==> src/rtl/fir16_sample_feeder_if.sv <==
// Sample stream and coefficient write port of the FIR front end.
// The master drives samples and coefficient writes; the feeder, as slave, answers with in_ready.
interface fir16_sample_feeder_if #(
    parameter int DATA_W = 16
);
    logic              in_valid;
    logic [DATA_W-1:0] in_sample;
    logic              in_ready;
    logic              flush;
    logic              coeff_we;
    logic [3:0]        coeff_addr;
    logic [DATA_W-1:0] coeff_data;

    modport master (
        output in_valid, in_sample, flush, coeff_we, coeff_addr, coeff_data,
        input  in_ready
    );

    modport slave (
        input  in_valid, in_sample, flush, coeff_we, coeff_addr, coeff_data,
        output in_ready
    );
endinterface

==> src/rtl/fir16_sample_feeder.sv <==
// Feeds the 16-tap FIR MAC: sample delay line, coefficient registers, and the mac_valid strobe.
// The strobe is delayed to line up with the MAC pipeline. A flush drains the filter tail with zeros.
//
//   state    | meaning
//   ---------+------------------------------------------------
//   ST_FILL  | delay line holds fewer than TAPS real samples
//   ST_RUN   | window full, every accept produces a MAC result
//   ST_FLUSH | shifting TAPS zeros in, input stalled
module fir16_sample_feeder #(
    parameter int DATA_W  = 16,
    parameter int TAPS    = 16,
    parameter int MAC_LAT = 2
) (
    input  logic                     clk,
    input  logic                     reset,
    fir16_sample_feeder_if.slave     bus,
    output logic [DATA_W*TAPS-1:0]   samples_flat,
    output logic [DATA_W-1:0]        coeff0,
    output logic [DATA_W-1:0]        coeff1,
    output logic [DATA_W-1:0]        coeff2,
    output logic [DATA_W-1:0]        coeff3,
    output logic [DATA_W-1:0]        coeff4,
    output logic [DATA_W-1:0]        coeff5,
    output logic [DATA_W-1:0]        coeff6,
    output logic [DATA_W-1:0]        coeff7,
    output logic [DATA_W-1:0]        coeff8,
    output logic [DATA_W-1:0]        coeff9,
    output logic [DATA_W-1:0]        coeff10,
    output logic [DATA_W-1:0]        coeff11,
    output logic [DATA_W-1:0]        coeff12,
    output logic [DATA_W-1:0]        coeff13,
    output logic [DATA_W-1:0]        coeff14,
    output logic [DATA_W-1:0]        coeff15,
    output logic                     window_full,
    output logic                     mac_valid,
    output logic                     busy_flush
);

    localparam logic [1:0] ST_FILL  = 2'd0;
    localparam logic [1:0] ST_RUN   = 2'd1;
    localparam logic [1:0] ST_FLUSH = 2'd2;

    localparam int             WIN_W    = DATA_W * TAPS;
    localparam int             CNT_W    = $clog2(TAPS + 1);
    localparam logic [CNT_W-1:0] CNT_FULL = CNT_W'(TAPS);
    localparam logic [CNT_W-1:0] FLUSH_LD = CNT_W'(TAPS - 1);

    logic [1:0]        state;
    logic [CNT_W-1:0]  fill_cnt;
    logic [CNT_W-1:0]  flush_cnt;
    logic              flush_from_run;
    logic [WIN_W-1:0]  window;
    logic [MAC_LAT:0]  strobe_pipe;
    logic [DATA_W-1:0] coeff_q [TAPS];

    logic              accept;
    logic              flush_req;
    logic              flush_done;
    logic [CNT_W-1:0]  cnt_inc;
    logic              strobe;

    assign bus.in_ready = (state != ST_FLUSH);
    assign accept       = bus.in_valid && bus.in_ready;
    assign flush_req    = bus.flush &&
                          (((state == ST_FILL) && (fill_cnt != '0)) || (state == ST_RUN));
    assign flush_done   = (state == ST_FLUSH) && (flush_cnt == '0);
    assign cnt_inc      = (fill_cnt == CNT_FULL) ? CNT_FULL : fill_cnt + CNT_W'(1);

    // One strobe per window that the MAC should turn into a valid output.
    assign strobe = (accept && (cnt_inc == CNT_FULL)) ||
                    ((state == ST_FLUSH) && flush_from_run);

    always_ff @(posedge clk or posedge reset) begin
        if (reset) begin
            state          <= ST_FILL;
            fill_cnt       <= '0;
            flush_cnt      <= '0;
            flush_from_run <= 1'b0;
            window         <= '0;
        end else begin
            case (state)
                ST_FILL, ST_RUN: begin
                    if (accept) begin
                        window   <= {window[WIN_W-DATA_W-1:0], bus.in_sample};
                        fill_cnt <= cnt_inc;
                    end
                    if (flush_req) begin
                        state          <= ST_FLUSH;
                        flush_from_run <= (state == ST_RUN);
                        flush_cnt      <= FLUSH_LD;
                    end else if (accept && (cnt_inc == CNT_FULL)) begin
                        state <= ST_RUN;
                    end
                end
                ST_FLUSH: begin
                    window <= {window[WIN_W-DATA_W-1:0], {DATA_W{1'b0}}};
                    if (flush_done) begin
                        state          <= ST_FILL;
                        fill_cnt       <= '0;
                        flush_from_run <= 1'b0;
                    end else begin
                        flush_cnt <= flush_cnt - CNT_W'(1);
                    end
                end
                default: begin
                    state <= ST_FILL;
                end
            endcase
        end
    end

    // Stage 0 registers alongside the window; the last stage lines up with y_out.
    always_ff @(posedge clk or posedge reset) begin
        if (reset) begin
            strobe_pipe <= '0;
        end else begin
            strobe_pipe <= {strobe_pipe[MAC_LAT-1:0], strobe};
        end
    end

    always_ff @(posedge clk or posedge reset) begin
        if (reset) begin
            for (int i = 0; i < TAPS; i++) begin
                coeff_q[i] <= '0;
            end
        end else if (bus.coeff_we) begin
            coeff_q[bus.coeff_addr] <= bus.coeff_data;
        end
    end

    assign samples_flat = window;
    assign window_full  = (state == ST_RUN) || ((state == ST_FLUSH) && flush_from_run);
    assign busy_flush   = (state == ST_FLUSH);
    assign mac_valid    = strobe_pipe[MAC_LAT];

    assign coeff0  = coeff_q[0];
    assign coeff1  = coeff_q[1];
    assign coeff2  = coeff_q[2];
    assign coeff3  = coeff_q[3];
    assign coeff4  = coeff_q[4];
    assign coeff5  = coeff_q[5];
    assign coeff6  = coeff_q[6];
    assign coeff7  = coeff_q[7];
    assign coeff8  = coeff_q[8];
    assign coeff9  = coeff_q[9];
    assign coeff10 = coeff_q[10];
    assign coeff11 = coeff_q[11];
    assign coeff12 = coeff_q[12];
    assign coeff13 = coeff_q[13];
    assign coeff14 = coeff_q[14];
    assign coeff15 = coeff_q[15];

endmodule

==> src/flat_wrapper.sv <==
// flat-port wrapper written by rule: the top's interface ports become plain ports
module fir16_sample_feeder_flat 
#(
    parameter int DATA_W  = 16,
    parameter int TAPS    = 16,
    parameter int MAC_LAT = 2
)
  (clk, reset, samples_flat, coeff0, coeff1, coeff2, coeff3, coeff4, coeff5, coeff6, coeff7, coeff8, coeff9, coeff10, coeff11, coeff12, coeff13, coeff14, coeff15, window_full, mac_valid, busy_flush, bus_in_valid, bus_in_sample, bus_flush, bus_coeff_we, bus_coeff_addr, bus_coeff_data, bus_in_ready);
  fir16_sample_feeder_if #(.DATA_W(DATA_W)) bus_i ();
  input  logic clk;
  input  logic reset;
  output logic [DATA_W*TAPS-1:0] samples_flat;
  output logic [DATA_W-1:0] coeff0;
  output logic [DATA_W-1:0] coeff1;
  output logic [DATA_W-1:0] coeff2;
  output logic [DATA_W-1:0] coeff3;
  output logic [DATA_W-1:0] coeff4;
  output logic [DATA_W-1:0] coeff5;
  output logic [DATA_W-1:0] coeff6;
  output logic [DATA_W-1:0] coeff7;
  output logic [DATA_W-1:0] coeff8;
  output logic [DATA_W-1:0] coeff9;
  output logic [DATA_W-1:0] coeff10;
  output logic [DATA_W-1:0] coeff11;
  output logic [DATA_W-1:0] coeff12;
  output logic [DATA_W-1:0] coeff13;
  output logic [DATA_W-1:0] coeff14;
  output logic [DATA_W-1:0] coeff15;
  output logic window_full;
  output logic mac_valid;
  output logic busy_flush;
  input wire logic [$bits(bus_i.in_valid)-1:0] bus_in_valid;
  input wire logic [$bits(bus_i.in_sample)-1:0] bus_in_sample;
  input wire logic [$bits(bus_i.flush)-1:0] bus_flush;
  input wire logic [$bits(bus_i.coeff_we)-1:0] bus_coeff_we;
  input wire logic [$bits(bus_i.coeff_addr)-1:0] bus_coeff_addr;
  input wire logic [$bits(bus_i.coeff_data)-1:0] bus_coeff_data;
  output wire logic [$bits(bus_i.in_ready)-1:0] bus_in_ready;
  assign bus_i.in_valid = bus_in_valid;
  assign bus_i.in_sample = bus_in_sample;
  assign bus_i.flush = bus_flush;
  assign bus_i.coeff_we = bus_coeff_we;
  assign bus_i.coeff_addr = bus_coeff_addr;
  assign bus_i.coeff_data = bus_coeff_data;
  assign bus_in_ready = bus_i.in_ready;
  fir16_sample_feeder #(.DATA_W(DATA_W), .TAPS(TAPS), .MAC_LAT(MAC_LAT)) u_core (.clk(clk), .reset(reset), .bus(bus_i), .samples_flat(samples_flat), .coeff0(coeff0), .coeff1(coeff1), .coeff2(coeff2), .coeff3(coeff3), .coeff4(coeff4), .coeff5(coeff5), .coeff6(coeff6), .coeff7(coeff7), .coeff8(coeff8), .coeff9(coeff9), .coeff10(coeff10), .coeff11(coeff11), .coeff12(coeff12), .coeff13(coeff13), .coeff14(coeff14), .coeff15(coeff15), .window_full(window_full), .mac_valid(mac_valid), .busy_flush(busy_flush));
endmodule
==> config.mk <==
export PLATFORM = sky130hd
export DESIGN_NAME = fir16_sample_feeder_flat
export DESIGN_NICKNAME = d
export VERILOG_FILES = /design/src/rtl/fir16_sample_feeder_if.sv /design/src/rtl/fir16_sample_feeder.sv /design/src/flat_wrapper.sv
export SDC_FILE = /design/constraint.sdc
export NUM_CORES = 1
export LEC_CHECK = 0
export ABC_AREA = 1
export CORE_MARGIN = 4
export CORE_UTILIZATION = 35
export DETAILED_ROUTE_END_ITERATION = 6
export PLACE_DENSITY = 0.68
export SLEW_MARGIN = 10
export SYNTH_ARGS = -nofsm -noshare
export SYNTH_HDL_FRONTEND = slang
export SYNTH_SLANG_ARGS = --single-unit
==> constraint.sdc <==
create_clock -name clk -period 30.6 [get_ports clk]
set_clock_uncertainty 0.05 [all_clocks]
set_input_delay 3.06 -clock clk [delete_from_list [all_inputs] [get_ports clk]]
set_output_delay 3.06 -clock clk [all_outputs]
set_load 0.01 [all_outputs]
==> run metrics <==
status=complete, no violations; reg2reg end=u_core.samples_flat[140]; Final Hold Fails=0; synth warn=0; Area Growth Syn to Fin=38.5%; Slew Limit Headroom=0.181; Die Y=247 microns; Max stage delay on crit path=0.71 ns; Routed Antenna Nets=0; Worst Path Required=27.49 ns; chip width=247 microns; Final setup violation count=0; final worst path period need=6.55 ns; Clock Latency Late Sink=0.61 ns; Slowest cell on crit path=buf_4; ANT cells=0; Reg2Reg Depth=8; share of cells above drive strength 1=0.0388; hold depth=0; Synth Instances=approximately 2100; syn_nets=2133; Post-CTS Setup Bufs=0; post_cts resized=0; wirelength, routed=70500 microns; worst-margin pin slew=1.23 ns; first-pass GRT wire length=105000 microns; drt drc=0; RSZ-0062 raised after global routing=no; Top delay family on crit path=buffers and inverters; placed inst area=26000 sq um; reg-to-reg critical path startpoint=u_core.state[1]; hold worst-path end=u_core.strobe_pipe[2]; largest net degree at the start of global routing=154; Leak Pwr=13.3 nW; Seq cells post-synth=528; hpwl dp=49000 microns; drt wl/cell=~21 microns; Overall Global Routing Usage=0.223; clock-pin slew on the worst setup and hold paths=0.06 ns; initial antenna violation count=1; root buf cell=clkbuf_16; vias in the first global route=16400; Placer Congestion=0.843; critical path startpoint category=flip-flop; max cap viols=0; core box area=between 50000 and 60000 sq um; count of different cell masters after synthesis=24; I/O pins=557; Post-Synthesis Cell Area=20000 sq um; worst reg2reg setup slack=around 27 ns; worst-path cell chain=inv_2, nor2_4, inv_8, buf_4, clkdlybuf4s50_1; endpoint type of the worst setup path=output port; Syn Area/Cell=9.59 sq um; port buffer count=556; Worst EP arrival=3.44 ns; drt pass-1 iters=6; most common cell after layout, fill and taps aside=nand2_1; Total Die Area=61100 sq um; CTS Hold Bufs=0; most frequent cells in the layout=nand2_1, clkdlybuf4s50_1, dfrtp_1; Initial Utilization=0.354; post-detailed-route via-to-cell ratio=5.04; TritonCTS Buffers=54; Fin Setup TNS=0 ns; sequential area share after synthesis=0.660; max FFs per register=256; Max Root-Sink Buffers=3; # rows=87; period utilization=0.214; Max Transition Viols Final=0; CTS tree=yes; HP Start=u_core.strobe_pipe[1]; Layout fillers=roughly 5100; peak supply drop=just over 0.07 mV; Pwr per Cell Area=82.3 nW/um^2; Finished Cell Area=27700 sq um; final net count=2607; Crit Path Class=reg2out; hold crit path type=reg2reg; Remaining Overflow, GRT=0; Fmax=0.153 GHz; Detailed Route Iter0 Violations=1462; Crit Path Max Fanout=100; CTS Sinks=528; WP buf/inv=4; routed vias=16900; H-tree levels=2
[routing by layer]
| layer | global-route usage | routed length (microns) | up-vias | share of wire |
|---|---|---|---|---|
| li1 | - | - | 7715 | - |
| met1 | 0.275 | 26900 | 8432 | 0.38 |
| met2 | 0.368 | 34100 | 619 | 0.48 |
| met3 | 0.0718 | 6360 | 156 | 0.090 |
| met4 | 0.0833 | 3220 | 0 | 0.046 |
| met5 | 0 | 0 | - | 0 |
[layout make-up]
type,count,area [sq um],area share
clock buffers,88,1620,0.0585
clock inverters,9,126,0.00456
inverters,35,146,0.00528
multi-input cells,1375,6010,0.217
flip-flops and latches,528,13200,0.477
well taps,756,946,0.0341
repair buffers,568,5660,0.204
[through the flow]
stage               instances  utilization  total power (W)  hold WS (ns)  setup slack, ns
floorplan                2088            -          0.00123         0.281            12.74
detailed placement       3262        0.460          0.00164         0.286            23.53
global route             3359        0.491          0.00239         0.277            23.72
CTS                      3359        0.491          0.00230         0.279            24.01
global placement         3262        0.460          0.00163         0.286            23.59
finish                   3359        0.491          0.00228         0.264            24.05
[how the worst max path moves through the flow]
stage,startpoint,to,cells past startpoint
after floorplan,reset,u_core.coeff0[0],1
after global placement,reset,u_core.coeff10[4],5
after detailed placement,reset,u_core.coeff10[4],5
after CTS,u_core.state[1],bus_in_ready,5
after global routing,reset,u_core.coeff6[5],5
final,u_core.state[1],bus_in_ready,5
[report_power, final]
group	switching (W)	internal [W]	total, W
Sequential	0.000115	0.000837	0.000952
Clock	0.000281	0.000371	0.000651
Combinational	0.000379	0.000298	0.000677
[cells by family (layout without fill, tap and decap cells)]
kind of cell             Yosys count  in the layout  share of synthesized area
adder cells (fa/ha/maj)            4              4                    0.00250
AND/OR/NAND/NOR                 1101           1101                      0.228
flip-flops                       528            528                      0.660
AO/OA/AOI/OAI                    270            270                     0.0678
buffers and inverters            185            700                     0.0419
[cell usage after synthesis (all sizes together)]
library cell,count,area (sq um)
a21oi,64,320
a22oi,1,7.51
buf,80,444
clkbuf,70,263
dfrtp,528,13200
ha,4,50.1
inv,35,131
nand2,720,2710
nand3,292,1460
nand3b,1,7.51
nand4,3,18.8
nor2,81,328
nor3,4,35.0
o21ai,202,1010
o22ai,3,18.8
Note: power is estimated with default switching activity, not from simulation.
